<file path="config.mk">
export PLATFORM = sky130hd
export DESIGN_NAME = pipelined_adder
export DESIGN_NICKNAME = d
export VERILOG_FILES = /design/src/rtl/adder_pkg.sv /design/src/rtl/chunk_adder.sv /design/src/rtl/pipelined_adder.sv
export SDC_FILE = /design/constraint.sdc
export NUM_CORES = 1
export LEC_CHECK = 0
export BUFFER_PORTS_ARGS = -buffer_cell sky130_fd_sc_hd__buf_2
export CORE_MARGIN = 2
export CORE_UTILIZATION = 58
export DETAILED_ROUTE_END_ITERATION = 10
export GPL_ROUTABILITY_DRIVEN = 0
export GPL_TIMING_DRIVEN = 1
export PLACE_DENSITY_LB_ADDON = 0.1
export SLEW_MARGIN = 10
export SYNTH_ARGS = -nofsm -noshare
export SYNTH_HDL_FRONTEND = slang
export SYNTH_HIERARCHICAL = 1
export SYNTH_SLANG_ARGS = --single-unit
export TNS_END_PERCENT = 50
</file>
<file path="constraint.sdc">
create_clock -name clk -period 5.13 [get_ports clk]
set_input_delay 0.513 -clock clk [delete_from_list [all_inputs] [get_ports clk]]
set_output_delay 0.513 -clock clk [all_outputs]
set_load 0.02 [all_outputs]
</file>
<file path="src/rtl/adder_pkg.sv">
// Shared constants and types for the pipelined add/subtract unit.
package adder_pkg;

    localparam logic OP_ADD = 1'b0;
    localparam logic OP_SUB = 1'b1;

    // Control portion of a stage record; data fields are sized by the instantiating module.
    typedef struct packed {
        logic valid;
        logic carry;
        logic ovf;
    } stage_ctl_t;

    function automatic int chunk_of(input int width, input int stages);
        return width / stages;
    endfunction

endpackage

</file>
<file path="src/rtl/chunk_adder.sv">
// Combinational CHUNK-bit ripple adder; also exposes the carry into its MSB for overflow.
module chunk_adder #(
    parameter int CHUNK = 8
) (
    input  logic [CHUNK-1:0] a,
    input  logic [CHUNK-1:0] b,
    input  logic             cin,
    output logic [CHUNK-1:0] sum,
    output logic             cout,
    output logic             cmsb
);

    logic [CHUNK:0] c;

    assign c[0] = cin;

    for (genvar i = 0; i < CHUNK; i++) begin : g_bit
        assign sum[i]   = a[i] ^ b[i] ^ c[i];
        assign c[i+1]   = (a[i] & b[i]) | (c[i] & (a[i] ^ b[i]));
    end

    assign cout = c[CHUNK];
    assign cmsb = c[CHUNK-1];

endmodule

</file>
<file path="src/rtl/pipelined_adder.sv">
// Add/subtract unit with the carry chain cut into STAGES registered chunks.
// WIDTH must be a multiple of STAGES; the whole pipe stalls together on back-pressure.
module pipelined_adder
    import adder_pkg::*;
#(
    parameter int WIDTH  = 32,
    parameter int STAGES = 4
) (
    input  logic             clk,
    input  logic             rst_n,
    input  logic             in_valid,
    output logic             in_ready,
    input  logic [WIDTH-1:0] A,
    input  logic [WIDTH-1:0] B,
    input  logic             Cin,
    input  logic             Sub,
    output logic             out_valid,
    input  logic             out_ready,
    output logic [WIDTH-1:0] Sum,
    output logic             Cout,
    output logic             Ovf
);

    localparam int CHUNK = chunk_of(WIDTH, STAGES);

    typedef struct packed {
        stage_ctl_t       ctl;
        logic [WIDTH-1:0] sum;
        logic [WIDTH-1:0] a;
        logic [WIDTH-1:0] b;
    } stage_t;

    stage_t pipe [STAGES];
    stage_t nxt  [STAGES];
    logic   advance;

    assign advance  = !out_valid || out_ready;
    assign in_ready = advance;

    for (genvar k = 0; k < STAGES; k++) begin : g_stage
        stage_t           src;
        stage_t           n;
        logic [CHUNK-1:0] s;
        logic             co;
        logic             cm;

        if (k == 0) begin : g_head
            assign src.ctl.valid = in_valid;
            assign src.ctl.carry = (Sub == OP_SUB) ? 1'b1 : Cin;
            assign src.ctl.ovf   = 1'b0;
            assign src.sum       = '0;
            assign src.a         = A;
            assign src.b         = (Sub == OP_ADD) ? B : ~B;
        end else begin : g_body
            assign src = pipe[k-1];
        end

        chunk_adder #(.CHUNK(CHUNK)) u_chunk (
            .a    (src.a[k*CHUNK +: CHUNK]),
            .b    (src.b[k*CHUNK +: CHUNK]),
            .cin  (src.ctl.carry),
            .sum  (s),
            .cout (co),
            .cmsb (cm)
        );

        always_comb begin
            n                       = src;
            n.sum[k*CHUNK +: CHUNK] = s;
            n.ctl.carry             = co;
            n.ctl.ovf               = cm ^ co;
            // Bubbles leave the output stage as zeros so stale operands never show on Sum.
            if (k == STAGES - 1 && !src.ctl.valid) begin
                n.sum       = '0;
                n.ctl.carry = 1'b0;
                n.ctl.ovf   = 1'b0;
            end
        end

        assign nxt[k] = n;
    end

    always_ff @(posedge clk or negedge rst_n) begin
        if (!rst_n) begin
            for (int k = 0; k < STAGES; k++) pipe[k] <= '0;
        end else if (advance) begin
            for (int k = 0; k < STAGES; k++) pipe[k] <= nxt[k];
        end
    end

    assign out_valid = pipe[STAGES-1].ctl.valid;
    assign Sum       = pipe[STAGES-1].sum;
    assign Cout      = pipe[STAGES-1].ctl.carry;
    assign Ovf       = pipe[STAGES-1].ctl.ovf;

endmodule
</file>
==> run metrics, run 1 <==
status=complete, no violations; final slew viol count=0; transition at the pin with the smallest max-transition slack=1110 ps; largest net degree at the start of global routing=88; Post-DRT Antenna Nets=0; overall power after layout=5.86 mW; post-layout min period=3920 ps; wire length of the first global-routing pass=24600 µm; hold bufs inserted after CTS=0; TritonRoute pass-1 iters=5; GRT Resource Usage Total=0.199; setup fix buffers added after clock tree synthesis=0; number of placed cells counting well taps=836; number of vias after detailed routing=4522; fraction of post-synthesis cell area in the top cell type by area=0.551; synthesized instance count=580; mean area per synthesized cell=14.5 µm²; initial cell density of the core=0.599; total die area=15500 µm²; clock-pin slew on the worst setup and hold paths=60 ps; Syn Std Cell Area=8410 µm²; number of synthesized flops with an enable pin=0; Bufs on Longest Clock Path=2; TritonCTS Buffers=17; most frequent cells after synthesis=185 x sky130_fd_sc_hd__dfrtp_1, 93 x sky130_fd_sc_hd__mux2_2, 57 x sky130_fd_sc_hd__mux2_4; setup repair after global routing missed its margin=no; Die H=124 µm; leading post-synthesis cells by cell area=sky130_fd_sc_hd__dfrtp_1 55%, sky130_fd_sc_hd__mux2_2 12%, sky130_fd_sc_hd__mux2_4 10%, sky130_fd_sc_hd__fa_1 7.6%, sky130_fd_sc_hd__xor2_1 3.4%; number of sinks handled by clock tree synthesis=185; worst endpoint data arrival time=4220 ps; count of buffers inserted at the top-level ports=105; number of endpoints failing setup at the final stage=0; power density relative to cell area=610 nW/µm²; proportion of register bits with asynchronous set or reset after synthesis=1.00; most common cell in the synthesized netlist=sky130_fd_sc_hd__dfrtp_1; proportion of layout cells with a drive suffix above 1=0.426; number of DRC markers after the initial detailed-route iteration=332; via count normalized by instance count=5.21; post-cts repair resize count=0; fraction of the core area covered by cells at the end of the flow=0.684; routed length per placed instance=16.4 µm; placed wire-length estimate after detailed placement=9830 µm; number of storage elements in the synthesis netlist=185; Area Growth Syn to Fin=14.2%; Worst Skew=8.29 ps; non-filler cells, final=868; max-slew headroom at the worst pin=0.259; endpoint required time on the critical path=5440 ps; Horiz. Die Dim=124 µm; count of distinct cell types in the synthesized netlist=19; period utilisation layout=0.763; Max Cap Violations=0; leakage power of the design=4.61 nW; sequential cell area fraction in the yosys report=0.551; Core Region=14000 µm²; number of synthesis warnings=6; number of antenna violations at the first check in global routing=0; total congestion overflow=0; critical path class=flip-flop to flip-flop; kind of path behind the tightest hold check=input pin to async pin; fillcell total=996; clock root buffer=sky130_fd_sc_hd__clkbuf_16; Final nets=777; number of placement rows=43; CTS tree=done; CP Max Fanout=2; Diodes inserted=0; DRT Wirelength=14300 µm; endpoints failing hold=0; fmax=0.255 GHz; total number of H-tree levels=4; via count of the first global-routing pass=4673; sort of element at the start of the critical path=flip-flop; number of I/O pins=106; worst-case vdd ir drop=0.000360 V; DRC violation count after routing=0; Most used DFF post-synth=sky130_fd_sc_hd__dfrtp_1; hold slack final=115 ps; clk_lat worst skew=420 ps; Syn Nets=682; aggregate negative setup slack=0 ps; endpoint type of the worst setup path=flip-flop; library cell with the largest summed area after synthesis=sky130_fd_sc_hd__dfrtp_1
[cell usage in the layout, fill, tap and decap left out, types with 17 or more instances in the layout]
cell,Yosys,final
sky130_fd_sc_hd__mux2_4,57,57
sky130_fd_sc_hd__buf_2,12,104
sky130_fd_sc_hd__dfrtp_1,185,185
sky130_fd_sc_hd__xor2_1,33,33
sky130_fd_sc_hd__clkbuf_16,0,17
sky130_fd_sc_hd__nand3b_1,33,33
sky130_fd_sc_hd__o21ai_0,33,33
sky130_fd_sc_hd__nand2_1,33,33
sky130_fd_sc_hd__fa_1,32,32
sky130_fd_sc_hd__mux2_2,93,93
sky130_fd_sc_hd__inv_1,40,40
[area by class of cell]
| class | count | area [µm²] | share of cell area |
|---|---|---|---|
| Timing Repair Buffer | 111 | 579 | 0.0603 |
| Clock inverter | 6 | 86.3 | 0.00899 |
| Multi-Input combinational cell | 319 | 3410 | 0.355 |
| Clock buffer | 26 | 509 | 0.0530 |
| Sequential cell | 185 | 4630 | 0.482 |
| Tap cell | 180 | 225 | 0.0235 |
| Inverter | 41 | 159 | 0.0165 |
[per-stage QoR]
stage,area [µm²],setup WS (ps)
after floorplan,8410,809
after global placement,9010,1000
after detailed placement,9010,880
after CTS,9600,1200
after global routing,9600,1060
final,9600,1210
[state kept, by name (all words and copies together) (netlist names)]
name and cells:
g_stage.n 123, Cout 1, Sum 32, out_valid 1, Ovf 1, g_stage.src 27
[routing by layer]
metal  vias up  track usage  share of wire
li1       2116            -              -
met1      2296        0.311           0.50
met2        96        0.276           0.44
met3        14       0.0490          0.045
met4         0       0.0595          0.011
met5         -            0              0
[worst max-delay path: stages (launching register included)]
cell,delay (ps)
sky130_fd_sc_hd__dfrtp_1,400
sky130_fd_sc_hd__fa_1,410
sky130_fd_sc_hd__inv_1,80
sky130_fd_sc_hd__fa_1,170
sky130_fd_sc_hd__inv_1,50
sky130_fd_sc_hd__fa_1,380
sky130_fd_sc_hd__fa_1,380
sky130_fd_sc_hd__fa_1,390
sky130_fd_sc_hd__fa_1,390
sky130_fd_sc_hd__inv_1,100
sky130_fd_sc_hd__fa_1,180
sky130_fd_sc_hd__inv_1,70
sky130_fd_sc_hd__fa_1,400
sky130_fd_sc_hd__xor2_1,170
sky130_fd_sc_hd__a31o_2,230
[worst paths after layout]
kind	start	endpoint	slack, ps	cells past startpoint
min in group clk	A[24]	g_stage[1].n[56]	320	2
max	g_stage[3].n[56]	Ovf	1210	14
min reg2reg	g_stage[1].n[20]	g_stage[2].n[20]	500	1
max in group asynchronous	rst_n	Sum[10]	3760	2
min	rst_n	Sum[20]	120	1
max reg2reg	g_stage[3].n[56]	Ovf	1210	14
[where the power goes]
part	total (mW)	internal, mW	switching (mW)
registers	2.56	2.09	0.473
logic	2.00	1.09	0.906
clock network	1.31	0.783	0.522
total	5.86	3.96	1.90
[cells by family after synthesis]
logic type | share of synthesized area
buf+inv | 0.0433
flops | 0.551
mux | 0.226
compound gates | 0.0207
fa+ha+maj | 0.0762
xor+xnor | 0.0344
simple gates | 0.0484
Note: power is estimated with default switching activity, not from simulation.
==> run 2: changes to the inputs <==
--- a/config.mk
+++ b/config.mk
@@ -5,6 +5,7 @@
 export SDC_FILE = /design/constraint.sdc
 export NUM_CORES = 1
 export LEC_CHECK = 0
+export ABC_AREA = 1
 export BUFFER_PORTS_ARGS = -buffer_cell sky130_fd_sc_hd__buf_2
 export CORE_MARGIN = 2
 export CORE_UTILIZATION = 58
==> constraint.sdc (replaced) <==
create_clock -name clk -period 3.7 [get_ports clk]
set_input_delay 0.37 -clock clk [delete_from_list [all_inputs] [get_ports clk]]
set_output_delay 0.37 -clock clk [all_outputs]
set_load 0.02 [all_outputs]
==> run metrics, run 2 <==
wire length of the first global-routing pass=24600 µm (+0.11%); Syn Std Cell Area=8070 µm² (-4.1%); placed wire-length estimate after detailed placement=9560 µm (-2.7%); cell at the slowest stage of the critical path=sky130_fd_sc_hd__fa_1; crit path launch=g_stage[2].n[48]; number of endpoints failing setup at the final stage=0 (unchanged); Reg-to-Reg Start=g_stage[2].n[48]; via count of the first global-routing pass=5080 (+8.7%); initial cell density of the core=0.588 (-0.0108); critical path class=flip-flop to flip-flop; Max Cap Violations=0 (unchanged); cell chain of the critical path=fa_2, inv_2, fa_2, inv_2, fa_2, fa_2, fa_2, fa_2, inv_2, fa_2, inv_2, fa_1, nand2_1, o21ai_1; CP Max Fanout=2 (unchanged); flip-flop count of the largest register, all copies and words added=123 (unchanged); largest net degree at the start of global routing=145 (+65%); DRT Wirelength=14700 µm (+3.2%); TritonCTS Buffers=17 (unchanged); final slew viol count=0 (unchanged); fmax=0.279 GHz (+9.4%); FF-to-FF setup slack=120 ps (-1090 ps); kind of path behind the tightest hold check=input pin to async pin; most frequent standard cell in the layout excluding fill and tap cells=sky130_fd_sc_hd__nand2_1; Bufs on Longest Clock Path=2 (unchanged); number of DRC markers after the initial detailed-route iteration=490 (+48%); endpoint required time on the critical path=3990 ps (-1450 ps); fraction of post-synthesis cell area in the top cell type by area=0.574 (+0.0233); placed instance area=8680 µm² (-3.7%); Final nets=1072 (+38%); CTS tree=done; most common cell in the synthesized netlist=sky130_fd_sc_hd__nand2_1; Final WS setup=119 ps (-1090 ps); R2R cell count=14 (unchanged); count of distinct cell types in the synthesized netlist=17 (-2); via count normalized by instance count=4.74 (-8.9%); TritonRoute pass-1 iters=4 (-1); Post-Place Worst Slack=-202 ps (-1080 ps); GRT Resource Usage Total=0.214 (+0.0148); clk_lat worst skew=420 ps (about the same); total number of H-tree levels=4 (unchanged); highest-count cells in the layout ignoring fill and taps=404 x sky130_fd_sc_hd__nand2_1, 185 x sky130_fd_sc_hd__dfrtp_1, 104 x sky130_fd_sc_hd__buf_2; number of sinks handled by clock tree synthesis=185 (unchanged); period utilisation layout=0.968 (+0.204); proportion of layout cells with a drive suffix above 1=0.201 (-0.224); sort of element at the start of the critical path=flip-flop; DRC violation count after routing=0 (unchanged); Syn Nets=985 (+44%); number of synthesized flops with an enable pin=0 (unchanged); fin area=9350 µm² (-2.6%); clock root buffer=sky130_fd_sc_hd__clkbuf_16; number of placement rows=43 (unchanged); Area Growth Syn to Fin=15.9%; Most used DFF post-synth=sky130_fd_sc_hd__dfrtp_1; max-slew headroom at the worst pin=0.237 (-0.0229); count of buffers inserted at the top-level ports=105 (unchanged); number of vias after detailed routing=5517 (+22%); transition at the pin with the smallest max-transition slack=1150 ps (+34.4 ps); Diodes inserted=0 (unchanged); mean area per synthesized cell=9.13 µm² (-37%); worst-case vdd ir drop=0.000454 V (+26%); power density relative to cell area=839 nW/µm² (+37%); post-layout min period=3580 ps (-335 ps); Worst R2R End=g_stage[3].src[87]; sequential cell area fraction in the yosys report=0.574 (+0.0233); Worst Skew=11.7 ps (+3.37 ps); most used cell, CP=sky130_fd_sc_hd__fa_2; number of antenna violations at the first check in global routing=0 (unchanged); peak per-stage delay on the critical path=430 ps (+20 ps); total congestion overflow=0 (unchanged); leakage power of the design=5.01 nW (+8.6%); clock-pin slew on the worst setup and hold paths=60 ps (about the same); setup repair after global routing missed its margin=yes; total die area=14900 µm² (-3.9%); status=complete, no violations; Die H=122 µm (-2.0%); leading post-synthesis cells by cell area=sky130_fd_sc_hd__dfrtp_1 57%, sky130_fd_sc_hd__nand2_1 19%, sky130_fd_sc_hd__fa_1 7.9%, sky130_fd_sc_hd__o21ai_0 4.7%, sky130_fd_sc_hd__inv_1 3.7%; number of I/O pins=106 (unchanged); number of storage elements in the synthesis netlist=185 (unchanged); library cell with the largest summed area after synthesis=sky130_fd_sc_hd__dfrtp_1; endpoint type of the worst setup path=flip-flop; Horiz. Die Dim=122 µm (-2.0%); synthesized instance count=883 (+52%); most frequent cells after synthesis=404 x sky130_fd_sc_hd__nand2_1, 185 x sky130_fd_sc_hd__dfrtp_1, 80 x sky130_fd_sc_hd__inv_1; hold slack final=61.1 ps (-54.3 ps); number of synthesis warnings=6 (unchanged); Core Region=13700 µm² (-2.3%); routed length per placed instance=12.7 µm (-23%); worst endpoint data arrival time=3870 ps (-350 ps); proportion of register bits with asynchronous set or reset after synthesis=1.00 (unchanged); Post-DRT Antenna Nets=0 (unchanged); endpoints failing hold=0 (unchanged)
-- run 2: how the worst max path moves through the flow --
stage                          to  slack, ps  cells past startpoint
2_1_floorplan    g_stage[1].n[71]        -80                     17
3_5_place_dp     g_stage[1].n[71]       -200                     16
3_3_place_gp     g_stage[1].n[71]       -150                     16
6_report       g_stage[3].src[87]        120                     14
4_1_cts                       Ovf         30                     17
5_1_grt                       Ovf        -40                     17
-- run 2: cell families after synthesis --
kind of cell,share of synthesized area
buf+inv,0.0656
flops,0.574
xor+xnor,0.00869
compound gates,0.0478
fa+ha+maj,0.0794
simple gates,0.224
-- run 2: final cells by class --
type,count,area [µm²]
Multi-Input combinational cell,572,2960
Sequential cell,185,4630
Clock buffer,21,480
Timing Repair Buffer,112,599
Clock inverter,11,143
Fill cell,1092,4370
Inverter,82,310
Tap cell,180,225
-- run 2: what timing repair did --
action,in CTS,in global routing
setup buffers,0,1
gates cloned,0,0
resized for setup,1,23
setup endpoints to repair,1,7
pin swaps,0,8
hold buffers,0,0
-- run 2: critical path: cells and delay by family, from the launching register on --
family,cells,cell delay [ps]
and+or+nand+nor,1,90
buffers and inverters,4,200
adders and majority gates,8,2680
AOI/OAI and AO/OA,1,80
DFF,1,400
-- run 2: routing by layer --
layer | global-route usage | up-vias | routed length, µm
met5 | 0 | - | 0
met4 | 0.0675 | 0 | 141
met3 | 0.0492 | 10 | 659
met2 | 0.294 | 110 | 6350
met1 | 0.338 | 2559 | 7580
li1 | - | 2838 | -
-- run 2: through the flow --
step                      TNS (ps)  instances   util  total power, mW
final                            0       1163  0.681             7.84
after global routing         -68.7       1163  0.681             8.52
after CTS                        0       1162  0.678             7.83
after detailed placement      -290       1130  0.632             5.92
after global placement        -187       1130  0.632             5.80
after floorplan              -84.1        883      -             5.12
-- run 2: power by group --
part	switching (mW)	internal, mW	leakage, nW
registers	0.478	2.88	2.27
logic	1.64	0.963	2.43
clock network	0.738	1.13	0.305
total	2.86	4.98	5.01
